### config.mk
export PLATFORM = sky130hd
export DESIGN_NAME = mpu6050_i2c_target
export DESIGN_NICKNAME = d
export VERILOG_FILES = /design/src/rtl/mpu6050_i2c_target_pkg.sv /design/src/rtl/mpu6050_i2c_target_i2c_bus_sync.sv /design/src/rtl/mpu6050_i2c_target.sv
export SDC_FILE = /design/constraint.sdc
export NUM_CORES = 1
export LEC_CHECK = 0
export CORE_MARGIN = 2
export CORE_UTILIZATION = 55
export DETAILED_ROUTE_END_ITERATION = 7
export PLACE_DENSITY = 0.82
export RECOVER_POWER = 25
export SETUP_SLACK_MARGIN = 0.2
export SLEW_MARGIN = 20
export SYNTH_ARGS = -nofsm -noshare
export SYNTH_HDL_FRONTEND = slang
export SYNTH_HIERARCHICAL = 1
export SYNTH_SLANG_ARGS = --single-unit
### constraint.sdc
create_clock -name MCLK -period 2.2 [get_ports MCLK]
set_input_delay 0.22 -clock MCLK [delete_from_list [all_inputs] [get_ports MCLK]]
set_output_delay 0.22 -clock MCLK [all_outputs]
set_load 0.02 [all_outputs]
### src/rtl/mpu6050_i2c_target_pkg.sv
// Shared definitions for the MPU6050 I2C target: register map, reset values
// and the transfer state encoding.
package mpu6050_i2c_target_pkg;

    typedef enum logic [3:0] {
        IDLE,
        ADDR,
        ADDR_ACK,
        REG,
        REG_ACK,
        WDATA,
        WDATA_ACK,
        RDATA,
        MACK
    } state_t;

    localparam logic [7:0] REG_ACCEL_CONFIG  = 8'h1C;
    localparam logic [7:0] REG_ACCEL_XOUT_H  = 8'h3B;
    localparam logic [7:0] REG_ACCEL_XOUT_L  = 8'h3C;
    localparam logic [7:0] REG_ACCEL_YOUT_H  = 8'h3D;
    localparam logic [7:0] REG_ACCEL_YOUT_L  = 8'h3E;
    localparam logic [7:0] REG_ACCEL_ZOUT_H  = 8'h3F;
    localparam logic [7:0] REG_ACCEL_ZOUT_L  = 8'h40;
    localparam logic [7:0] REG_PWR_MGMT_1    = 8'h6B;
    localparam logic [7:0] REG_WHO_AM_I      = 8'h75;

    localparam logic [7:0] PWR_MGMT_1_RST    = 8'h40;
    localparam logic [7:0] ACCEL_CONFIG_RST  = 8'h00;

endpackage

### src/rtl/mpu6050_i2c_target_i2c_bus_sync.sv
// SCL/SDA synchronizers with edge history; emits SCL edge and START/STOP pulses.
module i2c_bus_sync #(
    parameter int unsigned SYNC_STAGES = 2
) (
    input  logic clk,
    input  logic rst_n,
    input  logic scl_raw,
    input  logic sda_raw,
    output logic sda,
    output logic scl_rise,
    output logic scl_fall,
    output logic start_det,
    output logic stop_det
);

    logic [SYNC_STAGES-1:0] scl_pipe;
    logic [SYNC_STAGES-1:0] sda_pipe;
    logic                   scl_d;
    logic                   sda_d;
    logic                   scl;

    // Reset to the idle-bus level so no edge is seen on reset release.
    always_ff @(posedge clk) begin
        if (!rst_n) begin
            scl_pipe <= '1;
            sda_pipe <= '1;
            scl_d    <= 1'b1;
            sda_d    <= 1'b1;
        end else begin
            scl_pipe[0] <= scl_raw;
            sda_pipe[0] <= sda_raw;
            for (int unsigned i = 1; i < SYNC_STAGES; i++) begin
                scl_pipe[i] <= scl_pipe[i-1];
                sda_pipe[i] <= sda_pipe[i-1];
            end
            scl_d <= scl;
            sda_d <= sda;
        end
    end

    assign scl       = scl_pipe[SYNC_STAGES-1];
    assign sda       = sda_pipe[SYNC_STAGES-1];
    assign scl_rise  = scl & ~scl_d;
    assign scl_fall  = ~scl & scl_d;
    assign start_det = scl & scl_d & sda_d & ~sda;
    assign stop_det  = scl & scl_d & ~sda_d & sda;

endmodule

### src/rtl/mpu6050_i2c_target.sv
// I2C target emulating the MPU6050 register interface: pointer-based writes,
// burst reads with a coherent accelerometer snapshot.
module mpu6050_i2c_target
    import mpu6050_i2c_target_pkg::*;
#(
    parameter logic [6:0]  DEV_ADDR     = 7'h68,
    parameter logic [7:0]  WHO_AM_I_VAL = 8'h68,
    parameter int unsigned SYNC_STAGES  = 2
) (
    input  logic        MCLK,
    input  logic        RESET,
    input  logic        SCL_IN,
    input  logic        SDA_IN,
    output logic        SDA_OE,
    input  logic [15:0] ACC_X,
    input  logic [15:0] ACC_Y,
    input  logic [15:0] ACC_Z,
    output logic [7:0]  PWR_MGMT_1,
    output logic [7:0]  ACCEL_CONFIG,
    output logic        WR_STB,
    output logic        BUSY
);

    logic sda, scl_rise, scl_fall, start_det, stop_det;

    i2c_bus_sync #(.SYNC_STAGES(SYNC_STAGES)) u_sync (
        .clk       (MCLK),
        .rst_n     (RESET),
        .scl_raw   (SCL_IN),
        .sda_raw   (SDA_IN),
        .sda       (sda),
        .scl_rise  (scl_rise),
        .scl_fall  (scl_fall),
        .start_det (start_det),
        .stop_det  (stop_det)
    );

    state_t      state, state_n;
    logic [3:0]  bit_cnt, bit_cnt_n;
    logic [7:0]  shift, shift_n;
    logic [7:0]  tx, tx_n;
    logic [7:0]  ptr, ptr_n;
    logic        rw, rw_n;
    logic [47:0] shadow, shadow_n;
    logic        sda_oe_n, busy_n, wr_stb_n;
    logic [7:0]  pwr_n, acfg_n;

    function automatic logic [7:0] reg_byte(input logic [7:0] addr, input logic [47:0] shd);
        logic [7:0] v;
        case (addr)
            REG_ACCEL_XOUT_H: v = shd[47:40];
            REG_ACCEL_XOUT_L: v = shd[39:32];
            REG_ACCEL_YOUT_H: v = shd[31:24];
            REG_ACCEL_YOUT_L: v = shd[23:16];
            REG_ACCEL_ZOUT_H: v = shd[15:8];
            REG_ACCEL_ZOUT_L: v = shd[7:0];
            REG_ACCEL_CONFIG: v = ACCEL_CONFIG;
            REG_PWR_MGMT_1:   v = PWR_MGMT_1;
            REG_WHO_AM_I:     v = WHO_AM_I_VAL;
            default:          v = 8'h00;
        endcase
        return v;
    endfunction

    always_ff @(posedge MCLK) begin
        if (!RESET) begin
            state        <= IDLE;
            bit_cnt      <= '0;
            shift        <= '0;
            tx           <= '0;
            ptr          <= '0;
            rw           <= 1'b0;
            shadow       <= '0;
            SDA_OE       <= 1'b0;
            BUSY         <= 1'b0;
            WR_STB       <= 1'b0;
            PWR_MGMT_1   <= PWR_MGMT_1_RST;
            ACCEL_CONFIG <= ACCEL_CONFIG_RST;
        end else begin
            state        <= state_n;
            bit_cnt      <= bit_cnt_n;
            shift        <= shift_n;
            tx           <= tx_n;
            ptr          <= ptr_n;
            rw           <= rw_n;
            shadow       <= shadow_n;
            SDA_OE       <= sda_oe_n;
            BUSY         <= busy_n;
            WR_STB       <= wr_stb_n;
            PWR_MGMT_1   <= pwr_n;
            ACCEL_CONFIG <= acfg_n;
        end
    end

    always_comb begin
        state_n   = state;
        bit_cnt_n = bit_cnt;
        shift_n   = shift;
        tx_n      = tx;
        ptr_n     = ptr;
        rw_n      = rw;
        shadow_n  = shadow;
        sda_oe_n  = SDA_OE;
        busy_n    = BUSY;
        wr_stb_n  = 1'b0;
        pwr_n     = PWR_MGMT_1;
        acfg_n    = ACCEL_CONFIG;

        if (stop_det) begin
            state_n  = IDLE;
            sda_oe_n = 1'b0;
            busy_n   = 1'b0;
        end else if (start_det) begin
            state_n   = ADDR;
            bit_cnt_n = '0;
            sda_oe_n  = 1'b0;
        end else begin
            case (state)
                IDLE: ;
                ADDR: begin
                    if (scl_rise) begin
                        shift_n   = {shift[6:0], sda};
                        bit_cnt_n = bit_cnt + 4'd1;
                    end else if (scl_fall && bit_cnt == 4'd8) begin
                        if (shift[7:1] == DEV_ADDR) begin
                            state_n  = ADDR_ACK;
                            sda_oe_n = 1'b1;
                            busy_n   = 1'b1;
                            rw_n     = shift[0];
                        end else begin
                            state_n = IDLE;
                            busy_n  = 1'b0;
                        end
                    end
                end
                ADDR_ACK: begin
                    if (scl_fall) begin
                        bit_cnt_n = '0;
                        if (rw) begin
                            // Snapshot and first-byte lookup share the same
                            // sample so the burst is coherent from byte zero.
                            state_n  = RDATA;
                            shadow_n = {ACC_X, ACC_Y, ACC_Z};
                            tx_n     = reg_byte(ptr, {ACC_X, ACC_Y, ACC_Z});
                            sda_oe_n = ~tx_n[7];
                        end else begin
                            state_n  = REG;
                            sda_oe_n = 1'b0;
                        end
                    end
                end
                REG: begin
                    if (scl_rise) begin
                        shift_n   = {shift[6:0], sda};
                        bit_cnt_n = bit_cnt + 4'd1;
                    end else if (scl_fall && bit_cnt == 4'd8) begin
                        ptr_n    = shift;
                        sda_oe_n = 1'b1;
                        state_n  = REG_ACK;
                    end
                end
                REG_ACK, WDATA_ACK: begin
                    if (scl_fall) begin
                        sda_oe_n  = 1'b0;
                        bit_cnt_n = '0;
                        state_n   = WDATA;
                    end
                end
                WDATA: begin
                    if (scl_rise) begin
                        shift_n   = {shift[6:0], sda};
                        bit_cnt_n = bit_cnt + 4'd1;
                        if (bit_cnt == 4'd7) begin
                            wr_stb_n = 1'b1;
                            ptr_n    = ptr + 8'd1;
                            if (ptr == REG_PWR_MGMT_1)   pwr_n  = shift_n;
                            if (ptr == REG_ACCEL_CONFIG) acfg_n = shift_n;
                        end
                    end else if (scl_fall && bit_cnt == 4'd8) begin
                        sda_oe_n = 1'b1;
                        state_n  = WDATA_ACK;
                    end
                end
                RDATA: begin
                    if (scl_rise) begin
                        bit_cnt_n = bit_cnt + 4'd1;
                    end else if (scl_fall) begin
                        if (bit_cnt == 4'd8) begin
                            sda_oe_n = 1'b0;
                            ptr_n    = ptr + 8'd1;
                            state_n  = MACK;
                        end else begin
                            tx_n     = {tx[6:0], 1'b0};
                            sda_oe_n = ~tx[6];
                        end
                    end
                end
                MACK: begin
                    if (scl_rise && sda) begin
                        state_n = IDLE;
                        busy_n  = 1'b0;
                    end else if (scl_fall) begin
                        state_n   = RDATA;
                        bit_cnt_n = '0;
                        tx_n      = reg_byte(ptr, shadow);
                        sda_oe_n  = ~tx_n[7];
                    end
                end
                default: state_n = IDLE;
            endcase
        end
    end

endmodule
==> run metrics <==
Critical Path Sink Type register; Reg clk slew, reported paths approximately 0.1 ns; via count around 5,800; drt first-iter violations around 540; CTS tree yes; Worst Max-Slew Pin Slew between 1 and 1.5 ns; ys async rst share 0%; Area contributors post-synth dfxtp_1 (37%), nand2_1 (11%), a21boi_0 (7.8%), mux2i_1 (3.7%), nand3_1 (3.5%); DRT Pass-1 Iters 6; Die Span Y between 100 and 150 um; Slowest cell on crit path or3b_4; fin. max-slew vios 0; Tightest Hold Check Type input port to register; die width between 100 and 150 um; Tot GR Track Use 30.69%; drt wl/cell ~19 um; crit path time final 2.047 ns; CTS buffer count 9; leading area contributor after synthesis dfxtp_1; CP Buf/Inv Count 1; Primary FF master, synth dfxtp_1; worst-skew pair later-pin latency about 0.38 ns; H-tree depth 3; initial core utilization between 50% and 60%; die area roughly 11,000 um2; hold slack 0.4077 ns; Area growth, synth to finish 28.50%; RSZ-0062 raised after global routing yes; most frequent cells in the layout nand2_1 (158), dfxtp_1 (93), a21boi_0 (59); clock root cell clkbuf_8; ratio of cells with drive above 1 in the final layout between 15 and 20%; final WL ~18,000 um; pin count of the biggest net entering global routing 65; synthesized flop and latch total ~110; clock net sink count roughly 110; number of diodes 0; critical path data required time 2.50 ns; Mapped Area between 5000 and 6000 um2; Relative slew margins 15.71%; critical-path maximum fanout 7; Boundary Pins 71; number of synthesized flops with an enable pin 0; post-layout util 71.73%; Leak about 0.0026 uW; Peak VDD IR ~0.38 mV; Avg Cell Area, Syn approximately 8.1 um2; # hold bufs at CTS 0; Via density a little over 6; residual DRC count 0; vias in the first global route approximately 5,300; final-report hold violation count 0; Final setup viols 0; Pwr Density 496.7 nW/um2; commonest non-fill, non-tap cell in the layout nand2_1; Synth Instances around 700; largest delay contributor family on the critical path compound AO/OA/AOI/OAI gates; maxcap violations 0; number of antenna violations at the first check in global routing 0; max incr delay on CP around 0.42 ns; first-pass GRT wire length about 27,000 um; post-synthesis sequential area ratio between 30% and 40%; f_max a little under 0.5 GHz; gr ovfl total 0; status complete, no violations; CP Cell Sequence inv_4, ha_4, or3b_4, nor2_4, a22o_1, a31o_2, o21ai_1, a41oi_1; Post-DRT Antenna Nets 0; Core Footprint 10,140 um2; post-synth top area share around 37%; fin crit share 93.05%; CTS Buffer Depth 2; Mapped Nets 760; Placer Congestion ~0.9; Final Skew 0.01069 ns; hpwl dp 12,190 um; yosys warns 6; critical path class register to register; Distinct cells, synth 72; port buffer count 70; Nets between 800 and 900; startpoint types register; CP arrival between 2 and 2.5 ns; Setup TNS Final 0 ns; Rows 37
-- through the flow --
step | setup WS, ns | std cells | instance area (um2) | power [uW]
floorplan | 0.2147 | 702 | 5662 | 2035
global placement | 0.009843 | 905 | 6675 | 2180
detailed placement | 0.03380 | 905 | 6675 | 2180
CTS | 0.2014 | 930 | 7049 | 3605
global route | 0.07291 | 940 | 7272 | 3716
finish | 0.1528 | 940 | 7272 | 3612
-- sequential cells by signal, summed over array words and instances, names as in the netlist --
register	flops
ACCEL_CONFIG	8
BUSY	1
PWR_MGMT_1	8
SDA_OE	1
WR_STB	1
bit_cnt	4
ptr	8
rw	1
shadow	48
shift	8
state	4
tx	7
u_sync/scl_d	1
u_sync/scl_pipe	2
u_sync/sda_d	1
u_sync/sda_pipe	2
-- cells by family after synthesis --
kind of cell / Yosys count / share of synthesized area, %
buffers and inverters: 58 / 5.041
AND/OR/NAND/NOR: 295 / 25.07
AO/OA/AOI/OAI: 211 / 26.66
multiplexers: 23 / 4.112
flip-flops: 105 / 37.14
XOR/XNOR: 3 / 0.4644
adder cells (fa/ha/maj): 7 / 1.503
-- worst paths after layout --
kind                      start                 end  slack [ns]  depth (start not counted)
max                      ptr[1]               tx[4]        0.15                          8
min                    ACC_Y[5]          shadow[21]        0.41                          3
max reg2reg              ptr[1]               tx[4]        0.15                          8
min reg2reg  u_sync/sda_pipe[0]  u_sync/sda_pipe[1]        0.42                          1
-- layer usage --
metal / vias up / part of all wire (%) / global-route usage [%] / wire (um)
met5: - / 0 / 0 / 0
met4: 0 / 2.9 / 12.38 / 499
met3: 41 / 8.3 / 6.122 / 1449
met2: 300 / 45 / 45.76 / 7798
met1: 2756 / 44 / 43.37 / 7758
li1: 2715 / - / - / -
-- synth_stat cells (all sizes together), types with 2 or more instances --
master / number
o211a: 2
a311oi: 2
nand4bb: 2
and3: 3
or3: 3
a22o: 8
nor3: 5
nor2: 31
and4: 2
buf: 23
nand4b: 2
ha: 6
and3b: 2
nand3: 40
nand2: 159
mux2: 2
nor3b: 3
or4b: 2
a41oi: 7
o21ai: 49
clkbuf: 25
dfxtp: 105
nor2b: 18
a21boi: 66
a31oi: 5
nand2b: 7
xor2: 2
nand3b: 2
a21oi: 18
o311ai: 2
nand4: 4
a22oi: 21
nor4: 2
o31ai: 5
o221a: 2
a221oi: 2
mux2i: 21
a211oi: 2
and4b: 2
a222oi: 7
inv: 10
and2: 2
o211ai: 2
-- layout make-up --
type / instances / area [um2]
multi-input combinational: 539 / 3463
fill: 755 / 2867
sequential: 105 / 2127
timing repair buffer: 134 / 1229
tap: 136 / 170.2
clock buffer: 10 / 127.6
clock inverter: 6 / 112.6
inverter: 10 / 42.54
-- worst reg2reg max path, cell delays in order, from the launching register on --
cell and delay (ns):
dfxtp_4 0.38, inv_4 0.08, ha_4 0.13, or3b_4 0.42
nor2_4 0.26, a22o_1 0.31, a31o_2 0.14, o21ai_1 0.05
a41oi_1 0.20
-- power by group --
group / internal [uW] / leakage, uW / total, uW / switching (uW)
clock: 763 / 0.000121 / 1460 / 700
combinational: 134 / 0.00160 / 235 / 101
sequential: 1900 / 0.000852 / 1910 / 10.6
-- timing repair --
item / in CTS / in global routing
setup buffers: 9 / 10
gates cloned: 0 / 0
setup endpoints to repair: 16 / 74
gates resized for setup: 20 / 43
pin swaps: 6 / 26
Note: power is estimated with default switching activity, not from simulation.
